[src/rtl/spi_pkg.sv]
// Shared types and constants for the SPI master shift engine.
package spi_pkg;

    localparam int SPI_BITS  = 8;
    localparam int SPI_EDGES = 2 * SPI_BITS;

    typedef enum logic {
        IDLE = 1'b0,
        XFER = 1'b1
    } spi_state_t;

    // SPI mode: bit1 = CPOL (idle level of SCK), bit0 = CPHA (sampling phase)
    typedef logic [1:0] spi_mode_t;

    localparam spi_mode_t MODE0 = 2'b00;
    localparam spi_mode_t MODE1 = 2'b01;
    localparam spi_mode_t MODE2 = 2'b10;
    localparam spi_mode_t MODE3 = 2'b11;

endpackage

[src/rtl/spi_half_tick.sv]
// Loadable down-counter that emits a one-cycle tick every D+1 cycles while
// enabled. The reload value is captured on load so the caller may change its
// divider input freely afterwards.
module spi_half_tick #(
    parameter int DIV_WIDTH = 8
) (
    input  logic                 clk,
    input  logic                 reset,
    input  logic                 load_i,
    input  logic                 en_i,
    input  logic [DIV_WIDTH-1:0] div_i,
    output logic                 tick_o
);

    logic [DIV_WIDTH-1:0] cnt_q, cnt_d;
    logic [DIV_WIDTH-1:0] reload_q, reload_d;
    logic                 at_zero;

    // Next count: load the divider, otherwise count down and reload on zero
    always_comb begin
        cnt_d    = cnt_q;
        reload_d = reload_q;
        at_zero  = (cnt_q == '0);
        tick_o   = en_i && at_zero;
        if (load_i) begin
            cnt_d    = div_i;
            reload_d = div_i;
        end else if (en_i) begin
            cnt_d = at_zero ? reload_q : (cnt_q - DIV_WIDTH'(1));
        end
    end

    // Counter registers with synchronous reset
    always_ff @(posedge clk) begin
        if (reset) begin
            cnt_q    <= '0;
            reload_q <= '0;
        end else begin
            cnt_q    <= cnt_d;
            reload_q <= reload_d;
        end
    end

endmodule

[src/rtl/spi_shifter.sv]
// Byte-serial SPI master shift engine: generates SCK from a half-period
// divider, drives MOSI MSB first, samples MISO and returns the received byte
// with a one-cycle done pulse. Chip selects are handled elsewhere.
module spi_shifter
    import spi_pkg::*;
#(
    parameter int DIV_WIDTH = 8
) (
    input  logic                 wb_clk_i,
    input  logic                 wb_reset_i,
    input  logic                 start_i,
    input  logic [7:0]           tx_data_i,
    input  logic [1:0]           mode_i,
    input  logic [DIV_WIDTH-1:0] clk_div_i,
    output logic                 busy_o,
    output logic                 done_o,
    output logic [7:0]           rx_data_o,
    output logic                 spi_clk_o,
    output logic                 spi_mosi_o,
    input  logic                 spi_miso_i
);

    localparam int EDGE_W = $clog2(SPI_EDGES);

    spi_state_t          state_q, state_d;
    logic                busy_q, busy_d;
    logic                done_q, done_d;
    logic [SPI_BITS-1:0] rx_data_q, rx_data_d;
    logic                sck_q, sck_d;
    logic                mosi_q, mosi_d;
    logic                cpha_q, cpha_d;
    logic [SPI_BITS-1:0] tx_shift_q, tx_shift_d;
    logic [SPI_BITS-1:0] rx_shift_q, rx_shift_d;
    logic [EDGE_W-1:0]   edge_cnt_q, edge_cnt_d;

    logic                accept;
    logic                xfer_active;
    logic                tick;
    logic                leading;
    logic                sample_edge;
    logic                last_edge;
    logic [SPI_BITS-1:0] rx_next;

    assign xfer_active = (state_q == XFER);

    spi_half_tick #(
        .DIV_WIDTH (DIV_WIDTH)
    ) u_half_tick (
        .clk    (wb_clk_i),
        .reset  (wb_reset_i),
        .load_i (accept),
        .en_i   (xfer_active),
        .div_i  (clk_div_i),
        .tick_o (tick)
    );

    // Transfer sequencing: accept a request, toggle SCK on every tick, shift
    // MOSI on the launch edges and MISO on the sampling edges, finish on edge 16
    always_comb begin
        state_d     = state_q;
        busy_d      = busy_q;
        done_d      = 1'b0;
        rx_data_d   = rx_data_q;
        sck_d       = sck_q;
        mosi_d      = mosi_q;
        cpha_d      = cpha_q;
        tx_shift_d  = tx_shift_q;
        rx_shift_d  = rx_shift_q;
        edge_cnt_d  = edge_cnt_q;
        accept      = 1'b0;
        leading     = ~edge_cnt_q[0];
        sample_edge = leading ^ cpha_q;
        last_edge   = (edge_cnt_q == EDGE_W'(SPI_EDGES - 1));
        rx_next     = sample_edge ? {rx_shift_q[SPI_BITS-2:0], spi_miso_i} : rx_shift_q;

        case (state_q)
            IDLE: begin
                sck_d  = mode_i[1];
                mosi_d = 1'b0;
                busy_d = 1'b0;
                if (start_i) begin
                    accept     = 1'b1;
                    state_d    = XFER;
                    busy_d     = 1'b1;
                    cpha_d     = mode_i[0];
                    rx_shift_d = '0;
                    edge_cnt_d = '0;
                    // CPHA=0 puts the MSB out immediately, so the shifter
                    // already holds the next bit for the first trailing edge
                    if (mode_i[0]) begin
                        tx_shift_d = tx_data_i;
                        mosi_d     = 1'b0;
                    end else begin
                        tx_shift_d = {tx_data_i[SPI_BITS-2:0], 1'b0};
                        mosi_d     = tx_data_i[SPI_BITS-1];
                    end
                end
            end
            XFER: begin
                if (tick) begin
                    sck_d      = ~sck_q;
                    edge_cnt_d = edge_cnt_q + EDGE_W'(1);
                    rx_shift_d = rx_next;
                    if (last_edge) begin
                        state_d   = IDLE;
                        busy_d    = 1'b0;
                        done_d    = 1'b1;
                        rx_data_d = rx_next;
                        mosi_d    = 1'b0;
                    end else if (leading == cpha_q) begin
                        mosi_d     = tx_shift_q[SPI_BITS-1];
                        tx_shift_d = {tx_shift_q[SPI_BITS-2:0], 1'b0};
                    end
                end
            end
            default: state_d = IDLE;
        endcase
    end

    // State and registered outputs, synchronous reset aborts any transfer
    always_ff @(posedge wb_clk_i) begin
        if (wb_reset_i) begin
            state_q    <= IDLE;
            busy_q     <= 1'b0;
            done_q     <= 1'b0;
            rx_data_q  <= '0;
            sck_q      <= 1'b0;
            mosi_q     <= 1'b0;
            cpha_q     <= 1'b0;
            tx_shift_q <= '0;
            rx_shift_q <= '0;
            edge_cnt_q <= '0;
        end else begin
            state_q    <= state_d;
            busy_q     <= busy_d;
            done_q     <= done_d;
            rx_data_q  <= rx_data_d;
            sck_q      <= sck_d;
            mosi_q     <= mosi_d;
            cpha_q     <= cpha_d;
            tx_shift_q <= tx_shift_d;
            rx_shift_q <= rx_shift_d;
            edge_cnt_q <= edge_cnt_d;
        end
    end

    assign busy_o     = busy_q;
    assign done_o     = done_q;
    assign rx_data_o  = rx_data_q;
    assign spi_clk_o  = sck_q;
    assign spi_mosi_o = mosi_q;

endmodule

[config.mk]
export PLATFORM = sky130hd
export DESIGN_NAME = spi_shifter
export DESIGN_NICKNAME = d
export VERILOG_FILES = /design/src/rtl/spi_pkg.sv /design/src/rtl/spi_half_tick.sv /design/src/rtl/spi_shifter.sv
export SDC_FILE = /design/constraint.sdc
export NUM_CORES = 1
export LEC_CHECK = 0
export CAP_MARGIN = 20
export CORE_ASPECT_RATIO = 0.7
export CORE_MARGIN = 1
export CORE_UTILIZATION = 50
export CTS_BUF_LIST = sky130_fd_sc_hd__clkbuf_8
export DETAILED_ROUTE_END_ITERATION = 7
export PLACE_DENSITY = 0.74
export SLEW_MARGIN = 20
export SYNTH_ARGS = -nofsm -noshare
export SYNTH_HDL_FRONTEND = slang
export SYNTH_SLANG_ARGS = --single-unit
[constraint.sdc]
create_clock -name wb_clk_i -period 2.7 [get_ports wb_clk_i]
set_clock_uncertainty 0.2 [all_clocks]
set_input_delay 0.405 -clock wb_clk_i [delete_from_list [all_inputs] [get_ports wb_clk_i]]
set_output_delay 0.405 -clock wb_clk_i [all_outputs]
set_load 0.01 [all_outputs]
# Word-level counts from Yosys, hierarchy flattened
# Index checks and enable logic that the tools add are counted.
# word_totals
wordCells	70
out_inout_bits	12
input_bits	22
reg_bits	50
# op_classes
eq_ne	8
addsub	2
muxes	33
bitwise	5
n_reduce_logical	10
# op_table
operator	n
8-bit 2-to-1 mux	11
8-bit case mux with 2 select lines	2
1-bit 2-to-1 mux	13
8-bit logical NOT	1
4-bit 2-to-1 mux	2
1-bit case mux with 2 select lines	4
4-bit case mux with 2 select lines	1
2-bit AND reduction	4
8-bit by 1-bit subtractor with 8-bit output, second input constant	1
2-bit by 1-bit != test with 1-bit output, second input constant	3
4-bit by 1-bit adder with 4-bit output, second input constant	1
4-bit == test, second input constant	1
2-bit != test, second input constant	2
1-bit inverter	4
4-bit AND reduction	1
3-bit by 1-bit != test with 1-bit output, second input constant	1
3-bit AND reduction	1
3-bit OR reduction	1
2-bit nonzero test	1
1-bit == test	1
1-bit logical AND	1
1-bit XOR	1

# Logic depth before layout (Yosys ltp)
# logic_depth
ltp_word	6
ltp_mapped	7

# Modules after synthesis
# From an unflattened synthesis, not the netlist that was laid out.
# hier_totals
hier_cells	268
hier_area_um2	2529.9
# by_module_without_submodules
mod	n_inst	area_each_um2	cells_per_inst	seq_area_each_um2
spi_shifter	1	1665.3	172	680.7
spi_half_tick	1	864.6	96	320.3

# Least setup slack after synthesis
# Ideal clock, no wire load.
# synth_timing
path_kind	reg-to-reg
from	register u_half_tick.cnt_q[0]
to	register rx_shift_q[0]
path_stages_with_launch	8
synth_period_minus_slack_ns	2.034
setup_time_ns	0.138
arrival_time_ns	1.696
setup_slack_ns	0.666
n_path_buf	1
cell_sequence	dfxtp_1 inv_1 ha_1 and4bb_2 and2_1 buf_2 a21oi_1 o21ai_0
# synth_between
elab_chain_len	4
# synth_lines
element	line	text
start: declaration	spi_half_tick.sv:15	logic [DIV_WIDTH-1:0] cnt_q, cnt_d;
start signal: assignment	spi_half_tick.sv:39	cnt_q <= cnt_d;
8-bit logical NOT	spi_half_tick.sv:23	at_zero = (cnt_q == '0);
1-bit logical AND	spi_half_tick.sv:24	tick_o = en_i && at_zero;
2-bit by 1-bit != test with 1-bit output (no source line)	--	
2-bit AND reduction (no source line)	--	
end signal: assignment	spi_shifter.sv:142	rx_shift_q <= rx_shift_d;
end: declaration	spi_shifter.sv:33	logic [SPI_BITS-1:0] rx_shift_q, rx_shift_d;
# Every way passes these cells.
# A chain may end at the register's enable or synchronous reset.

# Worst setup path in the final report
# layout_timing
from	register u_half_tick.cnt_q[0]
to	register state_q
# layout_between
elab_chain_len	4
# layout_lines
element	line	text
8-bit logical NOT	spi_half_tick.sv:23	
1-bit logical AND	spi_half_tick.sv:24	
1-bit 2-to-1 mux	spi_shifter.sv:100	if (tick) begin
1-bit case mux with 2 select lines	spi_shifter.sv:76	case (state_q)
end signal: assignment	spi_shifter.sv:134	state_q <= state_d;
end: declaration	spi_shifter.sv:25	spi_state_t state_q, state_d;
# Every way passes these cells.

==> summary.txt <==
Status - finished clean
Syn Nets - 302
Synth top area share - 40.5%
Number of synthesized flops with an enable pin - 0
Critical path arrival - 2.25 ns
Crit path max fanout - 9
CTS tree - yes
Clock power share - 31.8%
Worst rel slew slack - 60.7%
# clock sinks - 50
R2R cell count - 6
1st-iter DRT viols - 97
DIE AREA - 5230 um2
Hold buffer count at cts - 0
Share of layout cells above drive strength 1 - 10.6%
ANT cells - 0
Total GRT Usage - 22.6%
Worst slew pin tran - 0.590 ns
DRC violations left - 0
Commonest non-fill, non-tap cell in the layout - dfxtp_1
P_sw - 478 uW
Yosys Warn Count - 0
Io pins - 34
Initial Util - 54.5%
F_max - 455 MHz
Via count - 2140
HP Class - flop to flop
FFs w/ async S/R, synth - 0%
MaxCap Viol Count - 0
Core area - 4530 um2
Post-Syn Instances - 277
Unrepaired setup endpoints after global routing - no
# setup viols final - 0
Synthesized cell area - 2470 um2
Detailed Routing Iterations Pass 1 - 7
Hold Path Depth - 2
Seq/Total Area, Yosys - 40.5%
Min Clock Period, post-route - 2.20 ns
PD cells - 561 nW/um2
Routed Antenna Nets - 0
Largest net degree at the start of global routing - 27
H-tree levels - 2
Fin Setup TNS - 0 ns
Seq cells post-synth - 50
Pleak - 1.08 nW
Sw Ratio - 28.4%
Fin crit share - 81.5%
Sequential Power Share - 48.2%
Leading cell types in the layout, fill and taps excluded - 50 x dfxtp_1, 34 x nand2_1, 33 x clkdlybuf4s50_1
Syn_area_per_cell - 8.91 um2
Critical path type - flop to flop
Final Hold Viols - 0
Area growth syn-to-layout - 21.4%
Site row count - 20
Fin. max-slew vios - 0
Die Ht - 60.8 um
RD Place Congestion - 0.800
Cell Int Power - 1.20 mW
Final Util - 66.2%
Top post-synthesis cells by area - dfxtp_1 41%, a21oi_1 5.9%, mux2i_1 5.7%
CTS max path bufs - 2
Routed WL - 5600 um
Final #Nets - 336
Overflow after GRT - 0
First-pass GRT wire length - 9290 um
Clock slew at reported path FFs - 0.09 ns
Yosys top cell by area - dfxtp_1
Post-DP HPWL - 3950 um
Worst endpoint required time - 2.75 ns
Postcts setup bufs - 0
Cell variety after synth - 46
Vias in the first global route - 1919
Startpoint types - flop
Comb power frac - 20.1%
Maximum vdd drop - 0.000273 V
Die X - 86.0 um
Main synth FF type - dfxtp_1
Clk_lat worst skew - 0.31 ns
DR WL/cell - 14.8 um
Via-per-instance ratio - 5.66
TritonCTS Buffers - 5
Nature of the critical path endpoint - flop
Antenna violations before repair - 0
Cts repair resizes - 0
IO Port Bufs - 33
Root Buffer - clkbuf_8
## cells in the mapped netlist (2+ instances only)
master / count
a211oi_1: 10
a21oi_1: 29
a221o_1: 7
a31oi_1: 4
a41o_1: 2
and2_1: 3
buf_1: 2
buf_6: 3
clkbuf_1: 13
dfxtp_1: 50
ha_1: 3
inv_1: 13
mux2_2: 4
mux2i_1: 14
nand2_1: 34
nand3_1: 12
nand4b_1: 2
nor2_1: 8
nor2b_1: 8
nor3b_1: 2
o211ai_1: 3
o21ai_0: 10
o2bb2ai_1: 8
o32ai_1: 9
xor2_1: 3
## area by class of cell
class	instances	area, um2
timing repair buffer	46	428
inverter	14	52.6
clock inverter	3	45.0
fill	388	1530
clock buffer	5	68.8
tap	66	82.6
multi-input combinational	194	1320
sequential	50	1000
## per-layer routing
metal | routed length [um] | GRT usage [%] | up-vias
li1 | - | - | 1082
met1 | 2990 | 34.6 | 980
met2 | 2180 | 32.5 | 73
met3 | 393 | 4.22 | 5
met4 | 26 | 5.71 | 0
met5 | 0 | 0 | -
## flip-flops by register name, indices dropped and copies added (netlist names)
| name | cells |
|---|---|
| rx_shift_q | 8 |
| u_half_tick.cnt_q | 8 |
| spi_mosi_o | 1 |
| state_q | 1 |
| busy_o | 1 |
| tx_shift_q | 8 |
| done_o | 1 |
| cpha_q | 1 |
| rx_data_o | 8 |
| edge_cnt_q | 4 |
| u_half_tick.reload_q | 8 |
| spi_clk_o | 1 |
## worst max-delay path, stage by stage (launching register included)
cell,delay [ns]
dfxtp_1,0.39
inv_1,0.11
ha_1,0.25
and4bb_2,0.29
and2_1,0.26
a21oi_2,0.46
o21a_1,0.19
## power groups by stage
stage	Clock [mW]	Sequential, mW	Combinational (mW)
after floorplan	0	0.817	0.231
after global placement	0	0.826	0.329
after detailed placement	0	0.827	0.334
after CTS	0.540	0.809	0.336
after global routing	0.569	0.815	0.371
final	0.535	0.811	0.338
## cell families after synthesis
kind of cell / after synthesis / share of synthesized area (%)
and+or+nand+nor: 81 / 18.1
adders and majority gates: 3 / 1.52
DFF: 50 / 40.5
muxes: 18 / 7.50
xor gates and xnor gates: 5 / 2.08
buffers and inverters: 33 / 5.98
AOI/OAI and AO/OA: 87 / 24.3
## path summary, 6_finish.rpt
path                                              from                                   end  slack, ns
setup / recovery     u_half_tick.cnt_q[0]$_SDFFE_PP0P_                    state_q$_SDFF_PP0_       0.50
setup reg to reg     u_half_tick.cnt_q[0]$_SDFFE_PP0P_                    state_q$_SDFF_PP0_       0.50
hold reg to reg   u_half_tick.reload_q[5]$_SDFFE_PP0P_  u_half_tick.reload_q[5]$_SDFFE_PP0P_       0.26
hold / removal    u_half_tick.reload_q[5]$_SDFFE_PP0P_  u_half_tick.reload_q[5]$_SDFFE_PP0P_       0.26
## metrics by stage
| step | power [mW] | hold WS [ns] | std cells | worst slack [ns] | instance area, um2 |
|---|---|---|---|---|---|
| after floorplan | 1.05 | 0.232 | 277 | 0.666 | 2470 |
| after global placement | 1.15 | 0.241 | 370 | 0.492 | 2880 |
| after detailed placement | 1.16 | 0.245 | 370 | 0.454 | 2880 |
| after CTS | 1.69 | 0.258 | 378 | 0.519 | 3000 |
| after global routing | 1.76 | 0.281 | 378 | 0.360 | 3000 |
| final | 1.68 | 0.258 | 378 | 0.500 | 3000 |
No activity file was read; power rests on OpenSTA's default activity.
==> edit 1 (same settings) <==
Reset style: asynchronous (`reset` and `wb_reset_i`), changed in 2 clocked blocks. Comments in the files are not updated.
--- a/src/rtl/spi_half_tick.sv
+++ b/src/rtl/spi_half_tick.sv
@@ -32,5 +32,5 @@
 
     // Counter registers with synchronous reset
-    always_ff @(posedge clk) begin
+    always_ff @(posedge clk or posedge reset) begin
         if (reset) begin
             cnt_q    <= '0;
--- a/src/rtl/spi_shifter.sv
+++ b/src/rtl/spi_shifter.sv
@@ -119,5 +119,5 @@
 
     // State and registered outputs, synchronous reset aborts any transfer
-    always_ff @(posedge wb_clk_i) begin
+    always_ff @(posedge wb_clk_i or posedge wb_reset_i) begin
         if (wb_reset_i) begin
             state_q    <= IDLE;
Check against the original RTL: differs if wb_reset_i is asserted again (counterexample within 4 cycles, from zero or initial values and one cycle with wb_reset_i high); with wb_reset_i held inactive, the same outputs for 10 cycles.
==> edit 1 against the unedited design <==
Design area grew 0.42%; sequential cell count stayed put; wire length down 4.9%; non-clock buffer count shrank 4; synthesized area is 0.51% higher; worst setup slack got worse by 300 ps; core utilization down 3.2 points.
Power is not compared: it rests on default switching activity, and its combinational part moved more than twofold at a synthesized area within 25%.
==> edit 1: results (changes against the unedited design) <==
Yosys
  – Most frequent cells after synthesis: nand2_1, dfrtp_1, o21ai_0
  – Post-Synth Adder-Cell Area: 1.51% (-0.0077 points)
  – Asr flop ratio synth: 100% (+100 points)
  – Mux cell area share after synthesis: 11.6% (+4.1 points)
  – Seq/Total Area, Yosys: 50.4% (+9.9 points)
  – Most frequent cell after synthesis: nand2_1
  – Top_reg_cell synth: dfrtp_1
  – Xor and xnor fraction of the mapped netlist area: 2.12% (+0.040 points)
  – Distinct cells, synth: 35 (-24%)
  – Compound-gate portion of the synthesized area: 14.2% (-10 points)
  – Syn nets: 282 (-6.6%)
  – Synth Instances: 257 (-7.2%)
  – Ranking of synthesized cells by area: dfrtp_1, nand2_1, mux2_2

GRT
  – M1 GR Usage: 34.6% (about the same)
  – GRT met2 Usage: 33.3% (+0.79 points)
  – M3 GR Usage: 5.44% (+1.2 points)
  – GRT Overall Usage: 22.9% (+0.30 points)
  – First-pass GRT wire length: 9000 um (-3.1%)

Worst setup path
  – CP max stage cell: nor3b_1
  – CP Max Fanout: 8 (-1)
  – Worst path max stage delay: 410 ps (-50 ps)
  – CP endpoint: tx_shift_q[4]$_DFFE_PP0P_
  – Internal reg-to-reg setup slack: 210 ps (-300 ps)

Floorplanning
  – Initial Util: 51.9% (-2.6 points)
  – Die ar.: 5250 um^2 (+0.48%)

Min path
  – Hold WC Path Type: in2async

Routing
  – Routed length on met2: 2270 um (+4.0%)
  – Initial DRC Count: 139 (+43%)
  – Routed wl met3: 316 um (-20%)
  – DR pass1 iterations: 4 (-3)
  – Vias per cell: 5.48 (-3.1%)
  – Wire length per cell: 14.7 um (-0.71%)
  – Wire length on met1: 2700 um (-9.8%)

Final layout
  – FF+latch area: 1250 um^2 (+25%)
  – Share of layout cells above drive strength 1: 12.3% (+1.7 points)
  – Buffer share of cell area: 13.2% (-1.1 points)
  – Multi-input gate area: 1170 um^2 (-11%)
  – Comb_multi_in: 190 (-2.1%)
  – Final #Nets: 319 (-5.1%)
  – Bufs w/o clock: 42 (-8.7%)
  – Fillers: 419 (+8.0%)
  – Invs w/o clock: 5 (-9)
  – Clk tree area frac: 2.74% (-1.1 points)

Placement
  – Placed cells: 356 (-3.8%)
  – Hpwl dp: 3930 um (-0.54%)
  – Gpl congestion: 0.818 (+2.2%)

STA
  – Slew margin rel.: 44.5% (-16 points)

Clock network
  – Clk Latency, worst-skew pair: 290 ps (-20 ps)
  – TritonCTS Buffers: 5 (unchanged)

Status
  – Status: finished clean
edit 1: changes by cell type after synthesis, sizes merged, moves of 11 or more:
cell   before  now
a21oi      30    4
dfrtp       0   50
dfxtp      50    0
mux2        4   15
nand2      35   69
o21ai      10   24
edit 1: logic make-up (layout without fill, tap and decap cells):
logic type / after synthesis / after routing
muxes: 27 / 27
buffers and inverters: 17 / 53
AOI/OAI and AO/OA: 54 / 54
DFF: 50 / 50
xor gates and xnor gates: 6 / 6
and+or+nand+nor: 100 / 100
adders and majority gates: 3 / 3
edit 1: power by group:
part	switching [mW]	internal, mW
Sequential	0.167	0.914
Clock	0.225	0.198
Combinational	0.352	0.330
edit 1: metrics by stage:
stage	worst slack [ps]	hold WS [ps]	power, mW
after floorplan	530	240	1.53
final	205	260	2.19
after CTS	155	284	2.19
after global routing	27.1	298	2.35
after global placement	318	258	1.73
after detailed placement	211	271	1.76
edit 1: what timing repair did:
action / in CTS / in global routing
endpoints found under the setup margin: 0 / 7
setup buffers: 0 / 0
resized for setup: 0 / 2
==> edit 2 (config.mk and constraints unchanged) <==
Without the edit above. `DIV_WIDTH` is set to 8 in 2 places; all go to 6.
--- a/src/rtl/spi_half_tick.sv
+++ b/src/rtl/spi_half_tick.sv
@@ -3,5 +3,5 @@
 // divider input freely afterwards.
 module spi_half_tick #(
-    parameter int DIV_WIDTH = 8
+    parameter int DIV_WIDTH = 6
 ) (
     input  logic                 clk,
--- a/src/rtl/spi_shifter.sv
+++ b/src/rtl/spi_shifter.sv
@@ -5,5 +5,5 @@
     import spi_pkg::*;
 #(
-    parameter int DIV_WIDTH = 8
+    parameter int DIV_WIDTH = 6
 ) (
     input  logic                 wb_clk_i,
Ports: changed (resized clk_div_i); port bits go from 34 to 32. No check against the original RTL was run, so the function may have changed too.
==> edit 2 against the unedited design <==
Via count down 13%; power down 15%; sequential cell count decreased by 4; wire length down 15%; combinational power shrank 20%; worst setup slack lost 84 ps; synthesized cell count shrank 9.4%; core utilization down 0.48 points; synthesized area fell by 11%; design area down 11%; first-iteration DRC count shrank 5.2%; largest cell class unchanged; largest power group unchanged.
==> edit 2: results (changes against the unedited design) <==
Worst setup path
  – Worst path max stage delay: 680 ps (+220 ps)
  – WP data arrival: 2320 ps (+70 ps)
  – CP max stage cell: a21oi_1
  – Internal reg-to-reg setup slack: 420 ps (-80 ps)

Routing
  – Vias per cell: 5.52 (-2.5%)
  – DRT Wirelength: 4740 um (-15%)
  – Routed length on met2: 1970 um (-9.8%)
  – Initial DRC Count: 92 (-5.2%)
  – DR pass1 iterations: 4 (-3)

Final layout
  – Final Instance Count excl. Fillers: 337 (-11%)
  – Share of layout cells above drive strength 1: 7.02% (-3.6 points)
  – Final #Nets: 307 (-8.6%)

STA
  – Final hold slack: 261 ps (+3.02 ps)
  – Slew margin rel.: 43.8% (-17 points)

Clock network
  – Clk Latency, worst-skew pair: 290 ps (-20 ps)
  – Post-CTS Setup Inserts: 0 (unchanged)

Yosys
  – Distinct cells, synth: 36 (-22%)
  – Syn nets: 274 (-9.3%)
  – Ranking of synthesized cells by area: dfxtp_1, mux2i_1, nand2_1
  – Most frequent cells after synthesis: dfxtp_1, nand2_1, mux2i_1
  – Synth Instances: 251 (-9.4%)
  – Seq/Total Area, Yosys: 42.1% (+1.5 points)

Placement
  – Gpl congestion: 0.823 (+2.8%)
  – Hpwl dp: 3390 um (-14%)

Min path
  – Hold Startpoint: u_half_tick.reload_q[2]$_SDFFE_PP0P_
  – WHS Endpoint: u_half_tick.reload_q[2]$_SDFFE_PP0P_

Power
  – Leak: 1.01 nW (-6.2%)

GRT
  – GRT met2 Usage: 32.9% (+0.35 points)
  – Vias in the first global route: 1,730 (-9.8%)
  – Pin count of the biggest net entering global routing: 28 (+3.7%)
  – M3 GR Usage: 5.12% (+0.90 points)
  – First-pass GRT wire length: 8020 um (-14%)

Status
  – Status: finished clean
## edit 2: changes by cell type in the layout (fill, tap and decap cells not counted), moves of 5 or more
| cell | change |
|---|---|
| a221o_1 | -7 |
| inv_1 | -8 |
| nand3b_1 | +10 |
| nor2_1 | +9 |
| nand3_1 | -7 |
| mux2i_1 | +12 |
| a21oi_1 | -5 |
| o32ai_1 | -7 |
| nor3_1 | +8 |
## edit 2: where the power goes
group | leakage (nW) | internal [mW] | total [mW] | switching [mW]
Sequential | 0.375 | 0.707 | 0.733 | 0.0255
Clock | 0.0524 | 0.203 | 0.425 | 0.222
Combinational | 0.586 | 0.127 | 0.272 | 0.146
Total | 1.01 | 1.04 | 1.43 | 0.393
## edit 2: kinds of logic (layout without fill, tap and decap cells)
logic type / Yosys count / after routing / share of synthesized area [%]
adder cells (fa/ha/maj): 3 / 3 / 1.71
multiplexers: 26 / 26 / 11.9
flip-flops: 46 / 46 / 42.1
XOR/XNOR: 4 / 4 / 1.60
AND/OR/NAND/NOR: 93 / 93 / 20.9
buffers and inverters: 20 / 54 / 3.77
AO/OA/AOI/OAI: 59 / 59 / 18.1
## edit 2: cell type report
cell class,instances,area [um^2]
fill,363,1390
tap,52,65.1
clock inverter,2,8.76
inverter,4,15.0
sequential,46,921
timing repair buffer,42,393
multi-input combinational,185,1190
clock buffer,6,82.6
## edit 2: critical path, delay by kind of cell (launching register included)
family	cells	cell delay, ps
flops	1	390
compound gates	2	890
fa+ha+maj	1	270
buf+inv	1	110
simple gates	2	370
## edit 2: per-stage QoR
stage / utilization, % / area (um^2) / setup WS [ps]
floorplan: - / 2190 / 623
CTS: 65.7 / 2670 / 431
global placement: 63.5 / 2580 / 534
global route: 65.7 / 2670 / 249
finish: 65.7 / 2670 / 416
detailed placement: 63.5 / 2580 / 443
